[src/rtl/axi_read_arbiter.sv]
// Two-requester AXI read arbiter: round-robin grant between the instruction
// and data refill ports, one AR transaction outstanding at a time, R beats
// steered back to the owner, and flushed instruction refills drained silently.
//
// Request handshake: a requester holds *_req_valid, addr and len stable until
// it sees *_req_ready high in the same cycle; that cycle is the transfer.
// AXI AR/R follow the standard valid/ready rule: a transfer happens in a
// cycle where valid and ready are both high, and valid plus payload stay
// stable until then. Response ports show a beat only in the cycle it is
// handshaken on R (i side has no backpressure, d side via d_resp_ready).
module axi_read_arbiter #(
  parameter logic [3:0] ID_I   = 4'h0,
  parameter logic [3:0] ID_D   = 4'h1,
  parameter int         ADDR_W = 32,
  parameter int         DATA_W = 32
) (
  input  logic              clk,
  input  logic              rst,
  input  logic              i_req_valid,
  input  logic [ADDR_W-1:0] i_req_addr,
  input  logic [7:0]        i_req_len,
  output logic              i_req_ready,
  input  logic              i_flush,
  output logic              i_resp_valid,
  output logic [DATA_W-1:0] i_resp_data,
  output logic              i_resp_last,
  output logic              i_resp_err,
  input  logic              d_req_valid,
  input  logic [ADDR_W-1:0] d_req_addr,
  input  logic [7:0]        d_req_len,
  output logic              d_req_ready,
  output logic              d_resp_valid,
  output logic [DATA_W-1:0] d_resp_data,
  output logic              d_resp_last,
  output logic              d_resp_err,
  input  logic              d_resp_ready,
  output logic [3:0]        s_axi_arid,
  output logic [ADDR_W-1:0] s_axi_araddr,
  output logic [7:0]        s_axi_arlen,
  output logic [2:0]        s_axi_arsize,
  output logic [1:0]        s_axi_arburst,
  output logic              s_axi_arvalid,
  input  logic              s_axi_arready,
  input  logic [3:0]        s_axi_rid,
  input  logic [DATA_W-1:0] s_axi_rdata,
  input  logic [1:0]        s_axi_rresp,
  input  logic              s_axi_rlast,
  input  logic              s_axi_rvalid,
  output logic              s_axi_rready,
  output logic [1:0]        dbg_state
);

  typedef enum logic [1:0] {
    S_IDLE  = 2'd0,
    S_ADDR  = 2'd1,
    S_DATA  = 2'd2,
    S_DRAIN = 2'd3
  } state_t;

  state_t              state, state_nxt;
  logic                owner_d;       // 1: data side owns the channel
  logic                last_grant_d;  // 1: most recent grant went to data side
  logic                flush_flag;    // flush seen while I request sat in ADDR
  logic [ADDR_W-1:0]   lat_addr;
  logic [7:0]          lat_len;
  logic [3:0]          lat_id;
  logic [7:0]          cnt;

  logic i_ok, grant_i, grant_d, flush_now, rd_rready, r_hs, ar_hs, beat_err;

  // A flushed I request is never granted; ties alternate against last_grant.
  assign i_ok      = i_req_valid & ~i_flush;
  assign grant_i   = i_ok & (~d_req_valid | last_grant_d);
  assign grant_d   = d_req_valid & (~i_ok | ~last_grant_d);
  assign flush_now = ~owner_d & i_flush;
  assign rd_rready = (state == S_DRAIN) |
                     ((state == S_DATA) & (~owner_d | d_resp_ready));
  assign r_hs      = s_axi_rvalid & rd_rready;
  assign ar_hs     = (state == S_ADDR) & s_axi_arready;
  assign beat_err  = (s_axi_rresp != 2'b00) | (s_axi_rid != lat_id) |
                     (s_axi_rlast & (cnt != lat_len)) |
                     (~s_axi_rlast & (cnt == lat_len));

  assign s_axi_arsize  = 3'b010;
  assign s_axi_arburst = 2'b01;
  assign s_axi_arid    = lat_id;
  assign s_axi_araddr  = lat_addr;
  assign s_axi_arlen   = lat_len;
  assign s_axi_rready  = rd_rready;
  assign dbg_state     = state;

  // State register.
  always_ff @(posedge clk or negedge rst) begin
    if (!rst) state <= S_IDLE;
    else      state <= state_nxt;
  end

  // Next-state logic.
  always_comb begin
    state_nxt = state;
    case (state)
      S_IDLE:  if (grant_i | grant_d) state_nxt = S_ADDR;
      S_ADDR:  if (ar_hs) state_nxt = (flush_flag | flush_now) ? S_DRAIN : S_DATA;
      S_DATA: begin
        if (r_hs & s_axi_rlast) state_nxt = S_IDLE;
        else if (flush_now)     state_nxt = S_DRAIN;
      end
      S_DRAIN: if (r_hs & s_axi_rlast) state_nxt = S_IDLE;
      default: state_nxt = S_IDLE;
    endcase
  end

  // Output decode: request readies in IDLE, AR valid in ADDR, beat steering in DATA.
  always_comb begin
    i_req_ready   = 1'b0;
    d_req_ready   = 1'b0;
    s_axi_arvalid = 1'b0;
    i_resp_valid  = 1'b0;
    d_resp_valid  = 1'b0;
    case (state)
      S_IDLE: begin
        i_req_ready = grant_i;
        d_req_ready = grant_d;
      end
      S_ADDR: s_axi_arvalid = 1'b1;
      S_DATA: begin
        if (r_hs) begin
          if (owner_d)        d_resp_valid = 1'b1;
          else if (!i_flush)  i_resp_valid = 1'b1;
        end
      end
      default: ;
    endcase
  end

  // Response payloads are zero whenever the beat is not being presented.
  always_comb begin
    i_resp_data = i_resp_valid ? s_axi_rdata : '0;
    i_resp_last = i_resp_valid & s_axi_rlast;
    i_resp_err  = i_resp_valid & beat_err;
    d_resp_data = d_resp_valid ? s_axi_rdata : '0;
    d_resp_last = d_resp_valid & s_axi_rlast;
    d_resp_err  = d_resp_valid & beat_err;
  end

  // Grant bookkeeping, latched request fields, beat counter and flush flag.
  always_ff @(posedge clk or negedge rst) begin
    if (!rst) begin
      owner_d      <= 1'b0;
      last_grant_d <= 1'b0;
      flush_flag   <= 1'b0;
      lat_addr     <= '0;
      lat_len      <= '0;
      lat_id       <= '0;
      cnt          <= '0;
    end else begin
      case (state)
        S_IDLE: begin
          if (grant_i | grant_d) begin
            owner_d      <= grant_d;
            last_grant_d <= grant_d;
            lat_addr     <= grant_d ? d_req_addr : i_req_addr;
            lat_len      <= grant_d ? d_req_len : i_req_len;
            lat_id       <= grant_d ? ID_D : ID_I;
            cnt          <= '0;
            flush_flag   <= 1'b0;
          end
        end
        S_ADDR: if (flush_now) flush_flag <= 1'b1;
        S_DATA, S_DRAIN: begin
          if (r_hs) begin
            if (s_axi_rlast) begin
              cnt        <= '0;
              flush_flag <= 1'b0;
            end else begin
              cnt <= cnt + 8'd1;
            end
          end
        end
        default: ;
      endcase
    end
  end

endmodule

[config.mk]
export PLATFORM = sky130hd
export DESIGN_NAME = axi_read_arbiter
export DESIGN_NICKNAME = d
export VERILOG_FILES = /design/src/rtl/axi_read_arbiter.sv
export SDC_FILE = /design/constraint.sdc
export NUM_CORES = 1
export LEC_CHECK = 0
export CAP_MARGIN = 15
export CORE_MARGIN = 8
export CORE_UTILIZATION = 35
export CTS_BUF_LIST = sky130_fd_sc_hd__clkbuf_8
export DETAILED_ROUTE_END_ITERATION = 12
export MAX_ROUTING_LAYER = met4
export PLACE_DENSITY_LB_ADDON = 0.15
export SLEW_MARGIN = 20
export SYNTH_ARGS = -nofsm -noshare
export SYNTH_HDL_FRONTEND = slang
export SYNTH_SLANG_ARGS = --single-unit
[constraint.sdc]
create_clock -name clk -period 2.4 [get_ports clk]
set_input_delay 0.48 -clock clk [delete_from_list [all_inputs] [get_ports clk]]
set_output_delay 0.48 -clock clk [all_outputs]
set_load 0.05 [all_outputs]
==> results of run 1 <==
[metrics by stage]
stage	total power, mW	hold slack [ps]	util, %
2_1_floorplan	4.09	184	-
3_3_place_gp	5.75	461	73.6
3_5_place_dp	5.83	471	73.6
4_1_cts	6.67	288	77.9
5_1_grt	7.01	327	77.8
6_report	6.65	269	77.8
[kinds of logic after synthesis]
logic type / count (synthesis)
flops: 52
fa+ha+maj: 1
simple gates: 158
buf+inv: 40
other cells: 2
mux: 44
compound gates: 62
xor+xnor: 9
[power by group]
group          internal, mW  leakage, nW  switching (mW)
logic                  1.77         2.50            2.75
clock network         0.315       0.0548           0.313
registers              1.24        0.657           0.257
[critical path, cell delays in order (launching register included)]
cell	delay, ps
dfrtp_1	430
xor2_1	160
nor4_2	340
buf_4	200
a211oi_4	70
nor3b_2	330
buf_12	180
[Yosys cell counts, types with 2 or more instances]
cell      instances  area [um^2]
nor2b_1           2         12.5
nand2_1          47          176
mux2i_1          44          440
nor4_1            2         12.5
nor3b_1           2         15.0
clkbuf_2          3         15.0
a21bo_2           2         20.0
dfrtp_1          52         1300
inv_1             3         11.3
o21ai_0          42          210
buf_6             3         33.8
nor3_1            5         25.0
clkbuf_1          8         30.0
xor2_1            8         70.1
a21o_1            2         15.0
nor2_1            4         15.0
nand3_1          14         70.1
a21oi_1           6         30.0
conb_1            2         7.51
nand3b_1          4         30.0
and2_1           65          407
buf_2             8         40.0
nand4_1           3         18.8
buf_4            15          113
[what timing repair did]
action	4_1_cts	5_1_grt
pin swaps	9	12
cloned	4	1
gates resized for setup	50	35
setup endpoints to repair	44	64
buffers inserted	9	3
[how the worst max path moves through the flow]
stage,end,cells after the start,slack (ps)
finish,i_resp_err,6,-110
global route,i_resp_err,6,-170
CTS,i_resp_err,6,-100
detailed placement,d_resp_data[27],7,-40
global placement,d_resp_data[22],7,-30
floorplan,i_resp_err,4,-80
[routing by layer]
layer	part of all wire [%]	wire length [um]	GRT usage (%)
met2	53	7370	39.0
met4	0.62	85	3.46
met5	0	0	-
met3	6.7	921	5.12
met1	39	5450	23.7
[sequential cells by signal, summed over array words and instances (netlist names)]
signal and count:
cnt 8, dbg_state 2, s_axi_arlen 8, last_grant_d 1, flush_flag 1, s_axi_araddr 32
[area by class of cell]
type / instances / area [um^2] / share of cell area, %
well taps: 129 / 161 / 2.25
clock buffers: 5 / 68.8 / 0.958
multi-input cells: 282 / 2030 / 28.2
repair buffers: 289 / 3570 / 49.6
flip-flops and latches: 52 / 1300 / 18.1
clock inverters: 3 / 46.3 / 0.644
inverters: 3 / 11.3 / 0.157
==> qor.yml, run 1 <==
status: "finished with violations"
violations: "negative setup slack"
avgSynthCellArea_um2: 9.03
synthDistinctLibCells: 46
rsz0062_at_grt: "yes"
synth_top_family_by_area: "simple AND/OR/NAND/NOR gates"
yosysSeqAreaShare_pct: 39.2
yosys_warnings: 0
cp.arrival_ps: 2030
vias: 3619
report.final.slew_viol_count: 0
worst_skew_pair.late_latency_ps: 310
stdcell_area_um2: 7190
cts_buffers: 5
synth_xor_area_share_pct: 2.37
hold_buffers: 0
h-tree-depth: 2
max_freq_mhz: 399
worstSetupStartpointType: "register"
nets: 761
setup_viol_count_final: 2
antenna_found_initial: 0
final-hold-violation-count: 0
syn_inst: 368
vias_per_cell: 4.74
grt.overflow.total: 0
syn2layout_area_growth_pct: 116
cts_tree: "yes"
cp-end-kind: "output port"
fin_tns_setup_ps: -200
dr.pass1.iters: 4
ys_ff_latch: 52
ant_nets: 0
instances_no_fill: 763
port_buffers: 243
antenna_cells: 0
grt_pass1_vias: 3822
min_period_ps: 2510
criticalPathCategory: "reg -> out"
r2r-start: "dbg_state[1]"
die-width_um: 113
synth_compound_area_share_pct: 10.7
synth-main-ff-cell: "dfrtp_1"
initial_core_util_pct: 36.0
pre_cts_ws_ps: -44.4
io_pins: 252
ir_drop_mv: 0.753
layout_worst_path_cycle_share_pct: 104
dp_hpwl_um: 10800
required_ps: 1920
startpoint: "cnt[5]"
fp.coreArea_um2: 9240
place_inst: 745
synth-edff-count: 0
dpl_cell_area_um2: 6800
drt_iter0_drc: 175
worstMarginPinSlew_ps: 657
grt_start_max_net_pins: 53
r2r-end: "cnt[7]"
synth-simple-area-share_pct: 26.6
cap_violations: 0
r2r_setup_slack_ps: 550
drc: 0
grt_pass1_wl_um: 21300
synthMuxAreaShare_pct: 13.3
rows: 35
worstRegToRegCells: 6
syn_area_um2: 3320
setup_slack_ps: -108
final_cell_mix: "clkdlybuf4s50_1 (164), buf_12 (73), and2_4 (57)"
clockBufferDepth: 2
die_area_um2: 12900
leakage_nw: 3.21
root_buffer: "clkbuf_8"
cts_sinks: 52
hp-class: "in -> async"
die_h_um: 113
gr-usage-all-layers_pct: 21.5
place_congestion: 0.823
relSlewSlack_pct: 56.2
synth-adder-area-share_pct: 0.377
cp_max_fo: 4
clk_pin_slew_worst_paths_ps: 100
synth_async_sr_flop_share_pct: 100
wl_per_cell_um: 18.1
wirelength_um: 13800
nFillCells: 584
skew_ps: 11.1
powerDensity_nw_per_um2: 925
drive_above_1_share_pct: 33.9
layout_commonest_cell: "clkdlybuf4s50_1"
Power figures use the tool's default switching activity.
==> run 2: changes to the inputs <==
CELL_PAD_IN_SITES_DETAIL_PLACEMENT = 1   (was unset)
CELL_PAD_IN_SITES_GLOBAL_PLACEMENT = 1   (was unset)
CORE_UTILIZATION = 24   (was 35)
GPL_TIMING_DRIVEN = 0   (was unset)
==> run 2 against run 1 <==
  * The run now ends clean
  * Combinational power decreased by 2%
  * Sequential power is essentially flat
  * Core utilization fell by 30 points
  * Global-route usage is 4.9 points lower
  * Setup slack better by 130 ps
  * Maximum frequency increased by 5.3%
  * Final area is 8.2% lower
  * Clock skew shrank 5.7 ps
  * Critical path type unchanged
==> qor.yml, run 2 (synthesis results as in run 1) <==
antenna_found_initial: 0  # unchanged
die-width_um: 134  # was 113 um
layout_commonest_cell: "clkdlybuf4s50_1"  # unchanged
switching_share_pct: 51.8  # was 50.0%
syn2layout_area_growth_pct: 98.6  # was 116%
gr-usage-all-layers_pct: 16.6  # was 21.5%
report.final.slew_viol_count: 0  # unchanged
final_core_util_pct: 48.1  # was 77.8%
max_freq_mhz: 420  # was 399 MHz
clkPwrFrac_pct: 7.7  # was 9.4%
cp_max_fo: 5  # was 4
place_congestion: 0.743  # was 0.823
dp_hpwl_um: 12300  # was 10800 um
clk_pin_slew_worst_paths_ps: 100  # about the same
drc: 0  # unchanged
ant_nets: 0  # unchanged
dr.pass1.iters: 4  # unchanged
required_ps: 1920  # about the same
p_int_mw: 3.09  # was 3.33 mW
wirelength_um: 15000  # was 13800 um
criticalPathCategory: "reg -> out"  # unchanged
cp-end-kind: "output port"  # unchanged
wl_per_cell_um: 18.2  # was 18.1 um
cts_tree: "yes"  # unchanged
relSlewSlack_pct: 54.6  # was 56.2%
r2r_setup_slack_ps: 530  # was 550 ps
io_pins: 252  # unchanged
grt_start_max_net_pins: 53  # unchanged
root_buffer: "clkbuf_8"  # unchanged
grt.overflow.total: 0  # unchanged
vias: 3679  # was 3619
hold_ws_ps: 183  # was 269 ps
antenna_cells: 0  # unchanged
dpl_cell_area_um2: 6060  # was 6800 um^2
setup_viol_count_final: 0  # was 2
ir_drop_mv: 0.455  # was 0.753 mV
grt_pass1_wl_um: 23000  # was 21300 um
cts_buffers: 5  # unchanged
p_comb_share_pct: 68.9  # was 68.0%
status: "finished clean"  # was finished with violations
grt_pass1_vias: 4080  # was 3822
skew_ps: 5.44  # was 11.1 ps
largest_reg_flops: 32  # unchanged
powerDensity_nw_per_um2: 972  # was 925 nW/um^2
worstMarginPinSlew_ps: 681  # was 657 ps
final-hold-violation-count: 0  # unchanged
final_cell_mix: "clkdlybuf4s50_1 (163), buf_4 (49), dfrtp_1 (49)"  # was clkdlybuf4s50_1 (164), buf_12 (73), and2_4 (57)
seqPwrFrac_pct: 23.4  # was 22.5%
hold_buffers: 0  # unchanged
cp.arrival_ps: 1900  # was 2030 ps
rsz0062_at_grt: "yes"  # unchanged
die_h_um: 134  # was 113 um
drive_above_1_share_pct: 31.3  # was 33.9%
nFillCells: 1590  # was 584
hp-class: "in -> async"  # unchanged
rows: 43  # was 35
worst_skew_pair.late_latency_ps: 300  # was 310 ps
cts_sinks: 52  # unchanged
vias_per_cell: 4.46  # was 4.74
die_area_um2: 17900  # was 12900 um^2
initial_core_util_pct: 24.2  # was 36.0%
min_period_ps: 2380  # was 2510 ps
drt_iter0_drc: 59  # was 175
clockBufferDepth: 2  # unchanged
worstSetupStartpointType: "register"  # unchanged
p_sw_mw: 3.32  # about the same
layout_worst_path_cycle_share_pct: 99.2  # was 104%
fp.coreArea_um2: 13700  # was 9240 um^2
h-tree-depth: 2  # unchanged
leakage_nw: 3.08  # was 3.21 nW
nets: 772  # was 761
port_buffers: 243  # unchanged
cap_violations: 0  # unchanged
stdcell_area_um2: 6600  # was 7190 um^2
-- run 2: cell types whose count changed in the layout (fill, tap and decap cells not counted), sizes merged --
cell and delta:
clkinvlp -1, clkdlybuf4s50 -1, clkbuf +8, bufinv -1
clkdlybuf4s15 +2, dlymetal6s2s +2, clkinv +1, inv +1
-- run 2: metal layers --
metal / vias to the layer above / wire length (um) / track usage [%] / share of wire [%]
li1: 1773 / - / - / -
met1: 1730 / 6060 / 17.6 / 40
met2: 172 / 7460 / 29.3 / 50
met3: 4 / 1480 / 6.55 / 9.9
met4: 0 / 36 / 2.25 / 0.24
met5: - / 0 / - / 0
-- run 2: worst paths after layout --
path                                  start                to  cells after the start
max                            last_grant_d   d_resp_data[19]                      7
min                                     rst  s_axi_araddr[22]                      1
max reg2reg                    dbg_state[0]            cnt[1]                      8
min reg2reg                s_axi_araddr[30]  s_axi_araddr[30]                      2
max in group asynchronous               rst            cnt[3]                      1
min in group clk           s_axi_araddr[30]  s_axi_araddr[30]                      2
-- run 2: final cells by class --
class	count	area (um^2)	share of cell area, %
flip-flops and latches	52	1310	19.8
clock inverters	3	16.3	0.247
well taps	180	225	3.41
clock buffers	5	68.8	1.04
multi-input cells	282	1970	29.8
plain buffers	35	248	3.75
inverters	3	11.3	0.171
repair buffers	265	2760	41.8
-- run 2: power groups by stage --
stage	combinational (mW)	clock, mW	sequential (mW)
2_1_floorplan	1.46	0	2.62
3_3_place_gp	4.10	0	1.49
3_5_place_dp	4.15	0	1.51
4_1_cts	4.46	0.516	1.49
5_1_grt	4.70	0.547	1.55
6_report	4.42	0.497	1.50
-- run 2: per-stage QoR --
stage / TNS (ps) / total power, mW / std cells / setup slack [ps]
floorplan: -521 / 4.09 / 374 / -79.1
global placement: -92160 / 5.59 / 797 / -872
detailed placement: -52630 / 5.67 / 797 / -879
CTS: -1060 / 6.47 / 823 / -74.7
global route: -375 / 6.80 / 825 / -54.5
finish: 0 / 6.41 / 825 / 18.5
-- run 2: what timing repair did --
item,CTS,global route
resized for setup,560,22
gates cloned,3,0
endpoints found under the hold margin,0,0
buffers inserted,15,5
pin swaps,32,9
endpoints found under the setup margin,74,72
-- run 2: worst max-delay path, stage by stage, from the launching register on --
cell and delay, ps:
dfrtp_1 440, or3b_4 440, nand3_4 90, nor2_4 60, buf_6 130, buf_8 120
and2_4 170, buf_8 150
==> run 3: changes to the inputs <==
CORE_UTILIZATION = 26   (was 24)
HOLD_SLACK_MARGIN = 0.06   (was unset)
clock period = 2.85 ns   (was 2.4 ns; I/O delays follow)
==> run 3 against run 2 <==
  * Worst hold slack improved by 100 ps
  * Setup slack improved by 77 ps
  * Register-to-register slack improved by 610 ps
  * Power fell by 21%
  * Die area fell by 6.8%
  * Sequential power fell by 17%
  * Combinational power fell by 23%
  * Global-route usage rose by 0.37 points
  * Final cell count fell by 3.5%
  * Largest power group unchanged
==> qor.yml, run 3 (synthesis results as in run 1) <==
crit_family: "buffers and inverters"  # was simple AND/OR/NAND/NOR gates
die_h_um: 129  # was 134 um
drc: 0  # unchanged
crit_top_cell: "buf_2"  # was buf_8
r2r-end: "cnt[2]"  # was cnt[1]
seqPwrFrac_pct: 24.6  # was 23.4%
final-hold-violation-count: 0  # unchanged
instances_no_fill: 796  # was 825
r2r-start: "dbg_state[1]"  # was dbg_state[0]
largest_reg_flops: 32  # unchanged
grt_pass1_wl_um: 21800  # was 23000 um
drive_above_1_share_pct: 19.6  # was 31.3%
die-width_um: 129  # was 134 um
rsz0062_at_grt: "yes"  # unchanged
pre_cts_ws_ps: -658  # was -879 ps
dp_hpwl_um: 12100  # was 12300 um
dr.pass1.iters: 4  # unchanged
crit_slowest_cell: "clkdlybuf4s50_1"  # was dfrtp_1
powerDensity_nw_per_um2: 862  # was 972 nW/um^2
die_area_um2: 16700  # was 17900 um^2
final_core_util_pct: 46.7  # was 48.1%
max_freq_mhz: 363
nFillCells: 1512  # was 1590
gr-usage-all-layers_pct: 17.0  # was 16.6%
grt_start_max_net_pins: 53  # unchanged
p_sw_mw: 2.71  # was 3.32 mW
clkPwrFrac_pct: 8.2  # was 7.7%
place_inst: 789  # was 797
skew_ps: 9.58  # was 5.44 ps
setup_slack_ps: 95.2  # was 18.5 ps
clk_pin_slew_worst_paths_ps: 90  # was 100 ps
p_total_mw: 5.06  # was 6.41 mW
root_buffer: "clkbuf_8"  # unchanged
grt.overflow.total: 0  # unchanged
hp-class: "in -> async"  # unchanged
leakage_nw: 2.79  # was 3.08 nW
h-tree-depth: 2  # unchanged
report.final.slew_viol_count: 0  # unchanged
switching_share_pct: 53.6  # was 51.8%
syn2layout_area_growth_pct: 76.5  # was 98.6%
required_ps: 2280  # was 1920 ps
cp_num_buf_inv: 3  # unchanged
cp.arrival_ps: 2180  # was 1900 ps
cts_sinks: 52  # unchanged
layout_worst_path_cycle_share_pct: 96.7
layout_commonest_cell: "clkdlybuf4s50_1"  # unchanged
place_congestion: 0.837  # was 0.743
cp-end-kind: "output port"  # unchanged
worstSetupStartpointType: "input pin"  # was register
rows: 41  # was 43
drt_iter0_drc: 74  # was 59
nets: 752  # was 772
cts_buffers: 5  # unchanged
dpl_cell_area_um2: 6000  # was 6060 um^2
hold_buffers: 0  # unchanged
critPathMaxStageDelay_ps: 470  # was 440 ps
vias_per_cell: 4.51  # was 4.46
port_buffers: 243  # unchanged
vias: 3589  # was 3679
initial_core_util_pct: 26.4  # was 24.2%
ant_nets: 0  # unchanged
clockBufferDepth: 2  # unchanged
worstRegToRegCells: 7  # was 8
stdcell_area_um2: 5860  # was 6600 um^2
worst_skew_pair.late_latency_ps: 310  # was 300 ps
final_cell_mix: "clkdlybuf4s50_1 (169), and2_1 (65), dfrtp_1 (52)"  # was clkdlybuf4s50_1 (163), buf_4 (49), dfrtp_1 (49)
cp_max_fo: 10  # was 5
worstMarginPinSlew_ps: 667  # was 681 ps
min_period_ps: 2750
wirelength_um: 14000  # was 15000 um
cap_violations: 0  # unchanged
io_pins: 252  # unchanged
p_comb_share_pct: 67.2  # was 68.9%
status: "finished clean"  # unchanged
wl_per_cell_um: 17.6  # was 18.2 um
antenna_cells: 0  # unchanged
cts_tree: "yes"  # unchanged
fin_tns_setup_ps: 0  # unchanged
worstPathCellList: "clkdlybuf4s50_1 > or3_4 > nor2_4 > buf_2 > and2_1 > buf_2"  # was or3b_4 > nand3_4 > nor2_4 > buf_6 > buf_8 > and2_4 > buf_8
antenna_found_initial: 0  # unchanged
ir_drop_mv: 0.386  # was 0.455 mV
r2r_setup_slack_ps: 1140  # was 530 ps
criticalPathCategory: "in -> out"  # was reg -> out
p_int_mw: 2.35  # was 3.09 mW
relSlewSlack_pct: 55.6  # was 54.6%
setup_viol_count_final: 0  # unchanged
fp.coreArea_um2: 12600  # was 13700 um^2
grt_pass1_vias: 3956  # was 4080
hold_ws_ps: 285  # was 183 ps
-- run 3: cell type report --
type / instances / area, um^2 / share of cell area [%]
tap: 172 / 215 / 3.67
clock buffer: 5 / 68.8 / 1.17
buffer: 37 / 238 / 4.05
clock inverter: 2 / 12.5 / 0.213
sequential: 52 / 1300 / 22.2
multi-input combinational: 282 / 1850 / 31.5
timing repair buffer: 243 / 2170 / 37.0
inverter: 3 / 11.3 / 0.192
-- run 3: how the worst max path moves through the flow --
stage                     cells past startpoint         endpoint          from
after floorplan                               4      d_req_ready   i_req_valid
after global placement                        6   i_resp_data[9]       i_flush
after detailed placement                      6       i_resp_err  s_axi_rid[1]
after CTS                                     6     d_resp_valid  d_resp_ready
after global routing                          6  i_resp_data[19]       i_flush
final                                         6  i_resp_data[29]       i_flush
-- run 3: repair_timing --
action | in CTS | in global routing
setup buffers | 0 | 0
endpoints found under the setup margin | 73 | 37
gates resized for setup | 317 | 47
-- run 3: per-layer routing --
metal	wire length (um)	share of wire, %	GRT usage [%]	vias up
li1	-	-	-	1733
met1	5490	39	18.0	1685
met2	7130	51	30.1	165
met3	1270	9.1	5.83	6
met4	121	0.86	3.46	0
met5	0	0	-	-
-- run 3: power groups by stage --
stage / registers (mW) / logic (mW) / clock network [mW]
final: 1.24 / 3.40 / 0.416
after CTS: 1.25 / 3.46 / 0.439
after global routing: 1.29 / 3.63 / 0.463
after floorplan: 2.21 / 1.22 / 0
after global placement: 1.24 / 3.43 / 0
after detailed placement: 1.27 / 3.48 / 0
